`config.mk`:
```
export PLATFORM = sky130hd
export DESIGN_NAME = transport_ctrl
export DESIGN_NICKNAME = d
export VERILOG_FILES = /design/src/rtl/recorder_pkg.sv /design/src/rtl/speed_step.sv /design/src/rtl/transport_ctrl.sv
export SDC_FILE = /design/constraint.sdc
export NUM_CORES = 1
export LEC_CHECK = 0
export ABC_CLOCK_PERIOD_IN_PS = 6100
export BUFFER_PORTS_ARGS = -buffer_cell sky130_fd_sc_hd__buf_2
export CAP_MARGIN = 30
export CORE_UTILIZATION = 30
export DETAILED_ROUTE_END_ITERATION = 6
export GPL_TIMING_DRIVEN = 0
export REMOVE_ABC_BUFFERS = 1
export SYNTH_ARGS = -nofsm -noshare
export SYNTH_HDL_FRONTEND = slang
export SYNTH_HIERARCHICAL = 1
export SYNTH_SLANG_ARGS = --single-unit
```
`constraint.sdc`:
```
create_clock -name clk -period 6.1 [get_ports clk]
set_input_delay 0.915 -clock clk [delete_from_list [all_inputs] [get_ports clk]]
set_output_delay 0.915 -clock clk [all_outputs]
set_load 0.005 [all_outputs]
```
`src/rtl/recorder_pkg.sv`:
```
// Shared transport definitions for the audio recorder: mode and access-state
// encodings, SRAM address geometry and the playback rate normaliser.
package recorder_pkg;

    localparam int ADDR_W = 18;
    localparam logic [ADDR_W-1:0] MAX_ADDR = 18'h3FFFF;

    typedef enum logic [1:0] {
        IDLE   = 2'd0,
        RECORD = 2'd1,
        PLAY   = 2'd2,
        PAUSE  = 2'd3
    } mode_t;

    typedef enum logic [1:0] {
        A_IDLE = 2'd0,
        A_WR   = 2'd1,
        A_RD1  = 2'd2,
        A_RD2  = 2'd3
    } access_t;

    // Rate factors outside 1..8 mean "normal speed".
    function automatic logic [3:0] norm_rate(input logic [3:0] r);
        return (r == 4'd0 || r > 4'd8) ? 4'd1 : r;
    endfunction

endpackage

```
`src/rtl/speed_step.sv`:
```
// Playback pointer increment: fast skips F words per read, slow advances one
// word every S-th read using a sub-counter that survives pause/resume.
module speed_step
    import recorder_pkg::*;
(
    input  logic       clk,
    input  logic       reset,
    input  logic       clear,
    input  logic       step,
    input  logic [3:0] fast,
    input  logic [3:0] slow,
    output logic [3:0] inc
);

    logic [3:0] fast_n;
    logic [3:0] slow_n;
    logic [3:0] sub_cnt;
    logic       slow_wrap;
    logic       slow_active;

    always_comb begin
        fast_n      = norm_rate(fast);
        slow_n      = norm_rate(slow);
        slow_active = (fast_n == 4'd1) && (slow_n > 4'd1);
        slow_wrap   = (sub_cnt >= slow_n - 4'd1);
        inc         = 4'd1;
        if (fast_n > 4'd1) begin
            inc = fast_n;
        end else if (slow_active) begin
            inc = slow_wrap ? 4'd1 : 4'd0;
        end
    end

    always_ff @(posedge clk or negedge reset) begin
        if (!reset) begin
            sub_cnt <= '0;
        end else if (clear) begin
            sub_cnt <= '0;
        end else if (step && slow_active) begin
            sub_cnt <= slow_wrap ? 4'd0 : sub_cnt + 4'd1;
        end
    end

endmodule

```
`src/rtl/transport_ctrl.sv`:
```
// Transport sequencer and SRAM access scheduler: button-driven mode FSM plus
// a single-pointer write/read access FSM with a one-deep pending request.
module transport_ctrl
    import recorder_pkg::*;
#(
    parameter int AW = ADDR_W
) (
    input  logic          clk,
    input  logic          reset,
    input  logic          btn_record,
    input  logic          btn_play,
    input  logic          btn_stop,
    input  logic [3:0]    fast,
    input  logic [3:0]    slow,
    input  logic          wr_req,
    input  logic          rd_req,
    output logic          wr_ack,
    output logic          rd_ack,
    output logic [AW-1:0] addr,
    output logic          sram_we,
    output logic          sram_oe,
    output logic [1:0]    mode,
    output logic [AW-1:0] end_addr,
    output logic          play_done
);

    localparam logic [AW-1:0] LAST = AW'(MAX_ADDR);

    mode_t         mode_q, mode_n;
    access_t       acc_q, acc_n;
    logic [2:0]    btn_q, btn_prev;
    logic          rec_e, play_e, stop_e;
    logic          pending_q, pending_n;
    logic [AW-1:0] addr_n, end_n;
    logic [AW:0]   next_ptr;
    logic          wr_ack_n;
    logic          wr_match, rd_match, req_m;
    logic          speed_clear, speed_adv;
    logic [3:0]    inc;

    assign rec_e  = btn_q[2] & ~btn_prev[2];
    assign play_e = btn_q[1] & ~btn_prev[1];
    assign stop_e = btn_q[0] & ~btn_prev[0];

    speed_step u_speed (
        .clk   (clk),
        .reset (reset),
        .clear (speed_clear),
        .step  (speed_adv),
        .fast  (fast),
        .slow  (slow),
        .inc   (inc)
    );

    always_comb begin
        mode_n      = mode_q;
        acc_n       = acc_q;
        pending_n   = pending_q;
        addr_n      = addr;
        end_n       = end_addr;
        wr_ack_n    = 1'b0;
        play_done   = 1'b0;
        speed_clear = 1'b0;
        speed_adv   = 1'b0;
        wr_match    = (mode_q == RECORD) && !stop_e;
        rd_match    = (mode_q == PLAY) && !stop_e && !play_e;
        req_m       = (wr_match && wr_req) || (rd_match && rd_req);
        next_ptr    = {1'b0, addr} + (AW+1)'(inc);

        case (acc_q)
            A_IDLE: begin
                if (wr_match && (pending_q || wr_req)) begin
                    acc_n     = A_WR;
                    pending_n = 1'b0;
                end else if (rd_match && (pending_q || rd_req)) begin
                    acc_n     = A_RD1;
                    pending_n = 1'b0;
                end
            end
            A_WR: begin
                acc_n    = A_IDLE;
                wr_ack_n = 1'b1;
                addr_n   = addr + AW'(1);
                if (mode_q == RECORD && addr == LAST) begin
                    mode_n = IDLE;
                    end_n  = LAST;
                end
            end
            A_RD1: acc_n = A_RD2;
            A_RD2: begin
                acc_n = A_IDLE;
                if ((mode_q == PLAY || mode_q == PAUSE) && !stop_e) begin
                    speed_adv = 1'b1;
                    if (next_ptr >= {1'b0, end_addr}) begin
                        play_done = 1'b1;
                        mode_n    = IDLE;
                        addr_n    = '0;
                    end else begin
                        addr_n = next_ptr[AW-1:0];
                    end
                end else if (mode_q == IDLE) begin
                    addr_n = '0;
                end
            end
            default: acc_n = A_IDLE;
        endcase

        if (acc_q != A_IDLE && req_m && !pending_q) begin
            pending_n = 1'b1;
        end

        // A read caught by stop in its first strobe cycle zeroes addr once it ends.
        case (mode_q)
            IDLE: begin
                if (stop_e) begin
                    mode_n = IDLE;
                end else if (rec_e) begin
                    mode_n = RECORD;
                    addr_n = '0;
                end else if (play_e && end_addr != '0) begin
                    mode_n      = PLAY;
                    addr_n      = '0;
                    speed_clear = 1'b1;
                end
            end
            RECORD: begin
                if (stop_e) begin
                    mode_n = IDLE;
                    if (acc_q == A_WR) begin
                        end_n = (addr == LAST) ? LAST : addr + AW'(1);
                    end else begin
                        end_n = addr;
                    end
                end
            end
            PLAY, PAUSE: begin
                if (stop_e) begin
                    mode_n = IDLE;
                    if (acc_q != A_RD1) begin
                        addr_n = '0;
                    end
                end else if (play_e && !play_done) begin
                    mode_n = (mode_q == PLAY) ? PAUSE : PLAY;
                end
            end
            default: mode_n = IDLE;
        endcase

        if (mode_n != mode_q) begin
            pending_n = 1'b0;
        end
    end

    always_ff @(posedge clk or negedge reset) begin
        if (!reset) begin
            btn_q     <= '0;
            btn_prev  <= '0;
            mode_q    <= IDLE;
            acc_q     <= A_IDLE;
            pending_q <= 1'b0;
            addr      <= '0;
            end_addr  <= '0;
            wr_ack    <= 1'b0;
        end else begin
            btn_q     <= {btn_record, btn_play, btn_stop};
            btn_prev  <= btn_q;
            mode_q    <= mode_n;
            acc_q     <= acc_n;
            pending_q <= pending_n;
            addr      <= addr_n;
            end_addr  <= end_n;
            wr_ack    <= wr_ack_n;
        end
    end

    assign mode    = mode_q;
    assign sram_we = (acc_q == A_WR);
    assign sram_oe = (acc_q == A_RD1) || (acc_q == A_RD2);
    assign rd_ack  = (acc_q == A_RD2);

endmodule

```
Word level (Yosys, flattened, before mapping)
Cells that the tools add are included.
{"block": "word_totals", "ff_bits": 52, "input_bits": 15, "elab_cells": 128}
{"block": "op_classes", "magnitude_cmp": 6, "reduce_logical": 38, "bitwise_logic": 6, "eq_ne": 11, "n_addsub": 4, "n_mux": 54}
{"cell": "$mux W18", "n": 14}
{"cell": "$pmux W18 S2", "n": 2}
{"cell": "$mux W4", "n": 7}
{"cell": "$mux W2", "n": 11}
{"cell": "$add A18 B4 Y19", "n": 1}
{"cell": "$ge A19 B18 Y1", "n": 1}
{"cell": "$add A18 B1 Y18 const B", "n": 1}
{"cell": "$eq A18 B18 Y1 const B", "n": 1}
{"cell": "$reduce_bool A18 Y1", "n": 1}
{"cell": "$mux W1", "n": 17}
{"cell": "$logic_and A1 B1 Y1", "n": 15}
{"cell": "$pmux W2 S3", "n": 2}
{"cell": "$eq A2 B2 Y1 const B", "n": 4}
{"cell": "$gt A4 B1 Y1 const B", "n": 2}
{"cell": "$gt A4 B4 Y1 const B", "n": 2}
{"cell": "$logic_not A4 Y1", "n": 2}
{"cell": "$logic_or A1 B1 Y1", "n": 7}
{"cell": "$add A4 B1 Y4 const B", "n": 1}
{"cell": "$eq A2 B1 Y1 const B", "n": 2}
{"cell": "$eq A4 B1 Y1 const B", "n": 1}
{"cell": "$ge A4 B4 Y1", "n": 1}
{"cell": "$logic_not A1 Y1", "n": 4}
{"cell": "$logic_not A2 Y1", "n": 2}
{"cell": "$pmux W2 S2", "n": 1}
{"cell": "11 further kinds", "n": 17}

Logic depth before layout (Yosys ltp)
{"block": "depth", "ltp_word": 21, "mapped_depth": 27, "mapped_depth_nobuf": 25}

Hierarchy
The synthesis kept the hierarchy.
{"mod": "transport_ctrl", "n_inst": 1, "cells_each": 478, "area_each_um2": 3851.2}
{"mod": "speed_step", "n_inst": 1, "cells_each": 53, "area_each_um2": 451.7}

Worst setup path after synthesis
Ideal clock, no wire load.
{"block": "synth_path", "path_kind": "input -> output", "from": "input slow[2]", "to": "output play_done", "required_time_ns": 5.185, "path_buffers": 1, "t_arrival_ns": 5.077, "path_slack_ns": 0.108, "stages": 24, "path_cell_list": "nor2_1 > xnor2_1 > nand2b_1 > ha_1 > inv_1 > ha_1 > a2111oi_0 > nor3_1 > o22a_2 > ha_1 > inv_1 > fa_1 > nand2b_1 > o2bb2ai_1 > clkbuf_1 > nand2b_1 > nor2_1 > xor2_1 > ha_1 > a41o_1 > a21oi_1 > nor4_1 > a211oi_2 > a21oi_1"}
{"block": "synth_between", "elab_chain_cells": 13, "word_cells_on_any_way": 16}
{"item": "from (decl)", "line_no": "transport_ctrl.sv:14", "rtl": "input logic [3:0] slow,"}
{"item": "$gt A4 B4 Y1 / $logic_not A4 Y1 (equally long branches)", "line_no": "recorder_pkg.sv:24", "rtl": "return (r == 4'd0 || r > 4'd8) ? 4'd1 : r;"}
{"item": "$logic_or A1 B1 Y1", "line_no": "recorder_pkg.sv:24"}
{"item": "$mux W4 (*)", "line_no": "recorder_pkg.sv:24"}
{"item": "$sub A4 B1 Y4", "line_no": "speed_step.sv:25", "rtl": "slow_wrap = (sub_cnt >= slow_n - 4'd1);"}
{"item": "$ge A4 B4 Y1", "line_no": "speed_step.sv:25"}
{"item": "$mux W1", "line_no": "speed_step.sv:30", "rtl": "inc = slow_wrap ? 4'd1 : 4'd0;"}
{"item": "$mux W4 (*)", "line_no": "speed_step.sv:29", "rtl": "end else if (slow_active) begin"}
{"item": "$mux W4 (*)", "line_no": "speed_step.sv:27", "rtl": "if (fast_n > 4'd1) begin"}
{"item": "named net inc[0]", "line_no": "transport_ctrl.sv:39", "rtl": "logic [3:0] inc;"}
{"item": "$add A18 B4 Y19 (*)", "line_no": "transport_ctrl.sv:68", "rtl": "next_ptr = {1'b0, addr} + (AW+1)'(inc);"}
{"item": "$ge A19 B18 Y1 (*)", "line_no": "transport_ctrl.sv:94", "rtl": "if (next_ptr >= {1'b0, end_addr}) begin"}
{"item": "$mux W1 (*)", "line_no": "transport_ctrl.sv:94"}
{"item": "$mux W1 (*)", "line_no": "transport_ctrl.sv:92", "rtl": "if ((mode_q == PLAY || mode_q == PAUSE) && !stop_e) begin"}
{"item": "$mux W1 (*)", "line_no": "transport_ctrl.sv:70", "rtl": "case (acc_q)"}
{"item": "to (decl)", "line_no": "transport_ctrl.sv:24", "rtl": "output logic play_done"}
The timed path passes the listed nets; every way through them passes the cells marked *.

Worst setup path after layout
{"block": "layout_path", "from": "input slow[1]", "to": "output play_done"}
The elaborated chain is that of the path after synthesis.

==> flow_summary.yaml <==
route:
  route.detailed.drc: 0
  wl_per_cell_um: 19.1
  avgViaCountPerCell: 5.79
  first_pass_iters: 5
  ant_nets: 0
  drt_iter0_drc: 484
  vias: 4349
  wl_um: 14300
flow_run:
  maxCapViolCount: 0
worst_setup_path:
  timing.rr.start: "u_speed/sub_cnt[0]"
  crit_path_end_kind: "output port"
  setup.worst_path.start: "slow[1]"
  cp_max_fo: 7
  critPathLaunchType: "input pin"
  crit_type: "in -> out"
  critPathTopFamily: "compound AO/OA/AOI/OAI gates"
  worst-path-buf-inv: 4
  crit_slowest_cell: "a2111oi_4"
  cp-endpoint: "play_done"
  required_ns: 5.18
  rrSetupSlack_ns: 1.07
  worstReg2RegEnd: "addr[13]"
  r2r_cells: 22
  cpPeakStageDelay_ns: 0.34
  path_depth: 25
  critPathArrivalTime_ns: 5.24
clock_tree:
  clockRootBuffer: "clkbuf_16"
  clock_sinks: 52
  cts_buffers: 5
  clock_latency_ns: 0.30
  hold_buffers: 0
  cts-htree-levels: 2
  cts_buffer_depth: 2
  cts_tree: "yes"
  clkTransAtPathRegs_ns: 0.07
synthesis:
  postSynthAreaPerCell_sq_um: 8.10
  synth-warning-count: 6
  synth_seq_area_share_pct: 30.2
  synthCells: 531
  yosysUniqueCellTypes: 71
  synth_area_leader_cell: "dfrtp_1"
  synth-edff-count: 0
  synth.area.top_cells: "dfrtp_1 30%, ha_1 8.7%, a21oi_1 5.2%, nand2_1 3.5%, nor2_1 3.3%"
  synthesis.area_sq_mm: 0.00430
  synth_top_area_share_pct: 30.2
  ys_ff_latch: 52
  async_reset_ff_share_pct: 100
  synth_top_flop_cell: "dfrtp_1"
finish:
  drive_above_1_share_pct: 22.2
  layout_common_cells: "55 x buf_2, 52 x dfrtp_1, 42 x a21oi_1"
  mostFrequentLayoutCell: "buf_2"
  num_antenna_cells: 0
  final_util_pct: 37.2
  area_delta_synth_final_pct: 20.6
  nNetsFinal: 617
  final_cells: 751
floorplanning:
  boundaryPins: 58
  die_area_sq_mm: 0.0148
  die_w_um: 122
  die_h_um: 122
  rows: 43
  initial_core_util_pct: 30.9
  core_sq_mm: 0.0139
status:
  violations: "setup timing"
  outcome: "finished with violations"
sta:
  clock-skew-final_ns: 0.0104
  layout_setup_ws_ns: -0.0550
  min_period_ns: 6.15
  worstMarginPinSlew_ns: 1.02
  drv_slew: 0
  relSlewSlack_pct: 31.2
  hold_violations: 0
  finalSetupViolCount: 1
  min_period_over_period_pct: 101
  rsz0062_at_grt: "true"
  fmax_mhz: 162
global_route:
  grt_pass1_vias: 3979
  grt_usage_pct: 19.2
  grt_pass1_wl_um: 21800
  antenna_found_initial: 0
  grt_max_degree: 28
  grt.overflow.total: 0
pwr:
  clockPowerShare_pct: 20.4
  totalPowerFinal_mw: 1.80
  ir_worst_vdd_v: 0.000118
  power_density_mw_per_mm2: 346
  switchingPower_uw: 791
  p_leak_nw: 2.27
  seqPwrFrac_pct: 36.1
  internal_power_mw: 1.01
  swShare_pct: 44.0
  pwr-share-comb_pct: 43.5
placement:
  hpwlAfterDp_um: 9920
  dp_cells: 732
  port_buffers: 57
  place.gp.congestion: 0.942
min_path:
  hp-class: "reg -> reg"
-- layer usage --
metal	vias to the layer above	GRT usage (%)	share of wire (%)
li1	2013	-	-
met1	2091	26.4	43
met2	215	29.5	46
met3	30	3.28	8.4
met4	0	7.95	2.7
met5	-	0	0
-- synthesized netlist by cell type, types with 3 or more instances --
library cell	n
ha_1	30
o21ai_0	19
a22oi_1	3
nand2_1	40
or3_1	7
o22ai_1	9
buf_4	3
a211oi_1	8
xor2_1	9
dfrtp_1	52
and3_1	10
clkbuf_1	23
and2_1	6
a21oi_1	45
a31oi_1	14
nor3_1	24
nor2b_1	10
nand3_1	18
a21o_1	5
o21a_1	4
nor2_1	38
nand3b_1	3
o22a_1	7
and4_1	3
o31ai_1	5
nor4_1	9
o211ai_1	9
mux2_2	3
nand4_1	5
xnor2_1	13
nand2b_1	9
inv_1	32
buf_2	9
-- flip-flops by register name, indices dropped and copies added (netlist names) --
register,flops
wr_ack,1
addr,18
pending_q,1
btn_prev,3
u_speed/sub_cnt,4
acc_q,2
btn_q,3
end_addr,18
mode,2
-- cell type report --
class	instances	area [sq um]
timing repair buffer	71	423
clock inverter	2	60.1
sequential	52	1300
multi-input combinational	409	2930
clock buffer	5	125
tap	180	225
fill	1397	8750
inverter	32	120
-- repair_timing --
action | in CTS | in global routing
pin swaps | 6 | 19
resized for setup | 17 | 34
endpoints found under the setup margin | 1 | 2
buffers inserted | 6 | 7
cloned | 0 | 0
-- cell families (layout without fill, tap and decap cells) --
logic type | count (synthesis) | in the layout | share of synthesized area, %
fa+ha+maj | 31 | 31 | 9.19
flops | 52 | 52 | 30.2
xor+xnor | 22 | 22 | 4.48
other cells | 1 | 1 | 0.0872
simple gates | 200 | 200 | 24.5
compound gates | 150 | 150 | 23.2
mux | 5 | 5 | 1.25
buf+inv | 70 | 110 | 7.01
-- worst reg2reg max path: stages, from the launching register on --
cell and delay [ns]:
dfrtp_1 0.40, inv_1 0.08, ha_1 0.30, nand2b_4 0.15, a2111oi_4 0.39, nor3_2 0.09
o22a_2 0.26, ha_4 0.18, inv_2 0.05, fa_2 0.21, nand2b_4 0.14, o2bb2ai_4 0.23
nand2b_4 0.26, nor2_4 0.04, xor2_1 0.15, ha_1 0.33, a41o_1 0.19, a21oi_2 0.05
nor4_4 0.26, a211oi_4 0.08, buf_4 0.17, o21bai_2 0.73, nor3_1 0.15
-- worst min path at each step --
stage             endpoint     start  depth (start not counted)
6_report       btn_prev[2]  btn_q[2]                          0
3_3_place_gp   btn_prev[2]  btn_q[2]                          0
2_1_floorplan  btn_prev[2]  btn_q[2]                          0
3_5_place_dp   btn_prev[2]  btn_q[2]                          0
4_1_cts        btn_prev[2]  btn_q[2]                          0
5_1_grt        btn_prev[2]  btn_q[2]                          0
-- power by group through the flow --
stage	clock, mW	sequential, mW	combinational, mW
4_1_cts	0.375	0.639	0.724
5_1_grt	0.387	0.665	0.868
6_report	0.367	0.648	0.782
3_5_place_dp	0	0.645	0.703
2_1_floorplan	0	0.583	0.445
3_3_place_gp	0	0.640	0.690
-- metrics by stage --
| step | instance area [sq um] | setup TNS [ns] | worst slack (ns) | hold WS, ns |
|---|---|---|---|---|
| 6_report | 5190 | -0.0550 | -0.0550 | 0.370 |
| 3_3_place_gp | 4630 | -6.37 | -0.888 | 0.357 |
| 4_1_cts | 4970 | 0 | 0.00899 | 0.372 |
| 5_1_grt | 5190 | -0.172 | -0.172 | 0.391 |
| 2_1_floorplan | 4120 | 0 | 0.197 | 0.347 |
| 3_5_place_dp | 4660 | -4.10 | -0.751 | 0.355 |
Note: power is estimated with default switching activity, not from simulation.
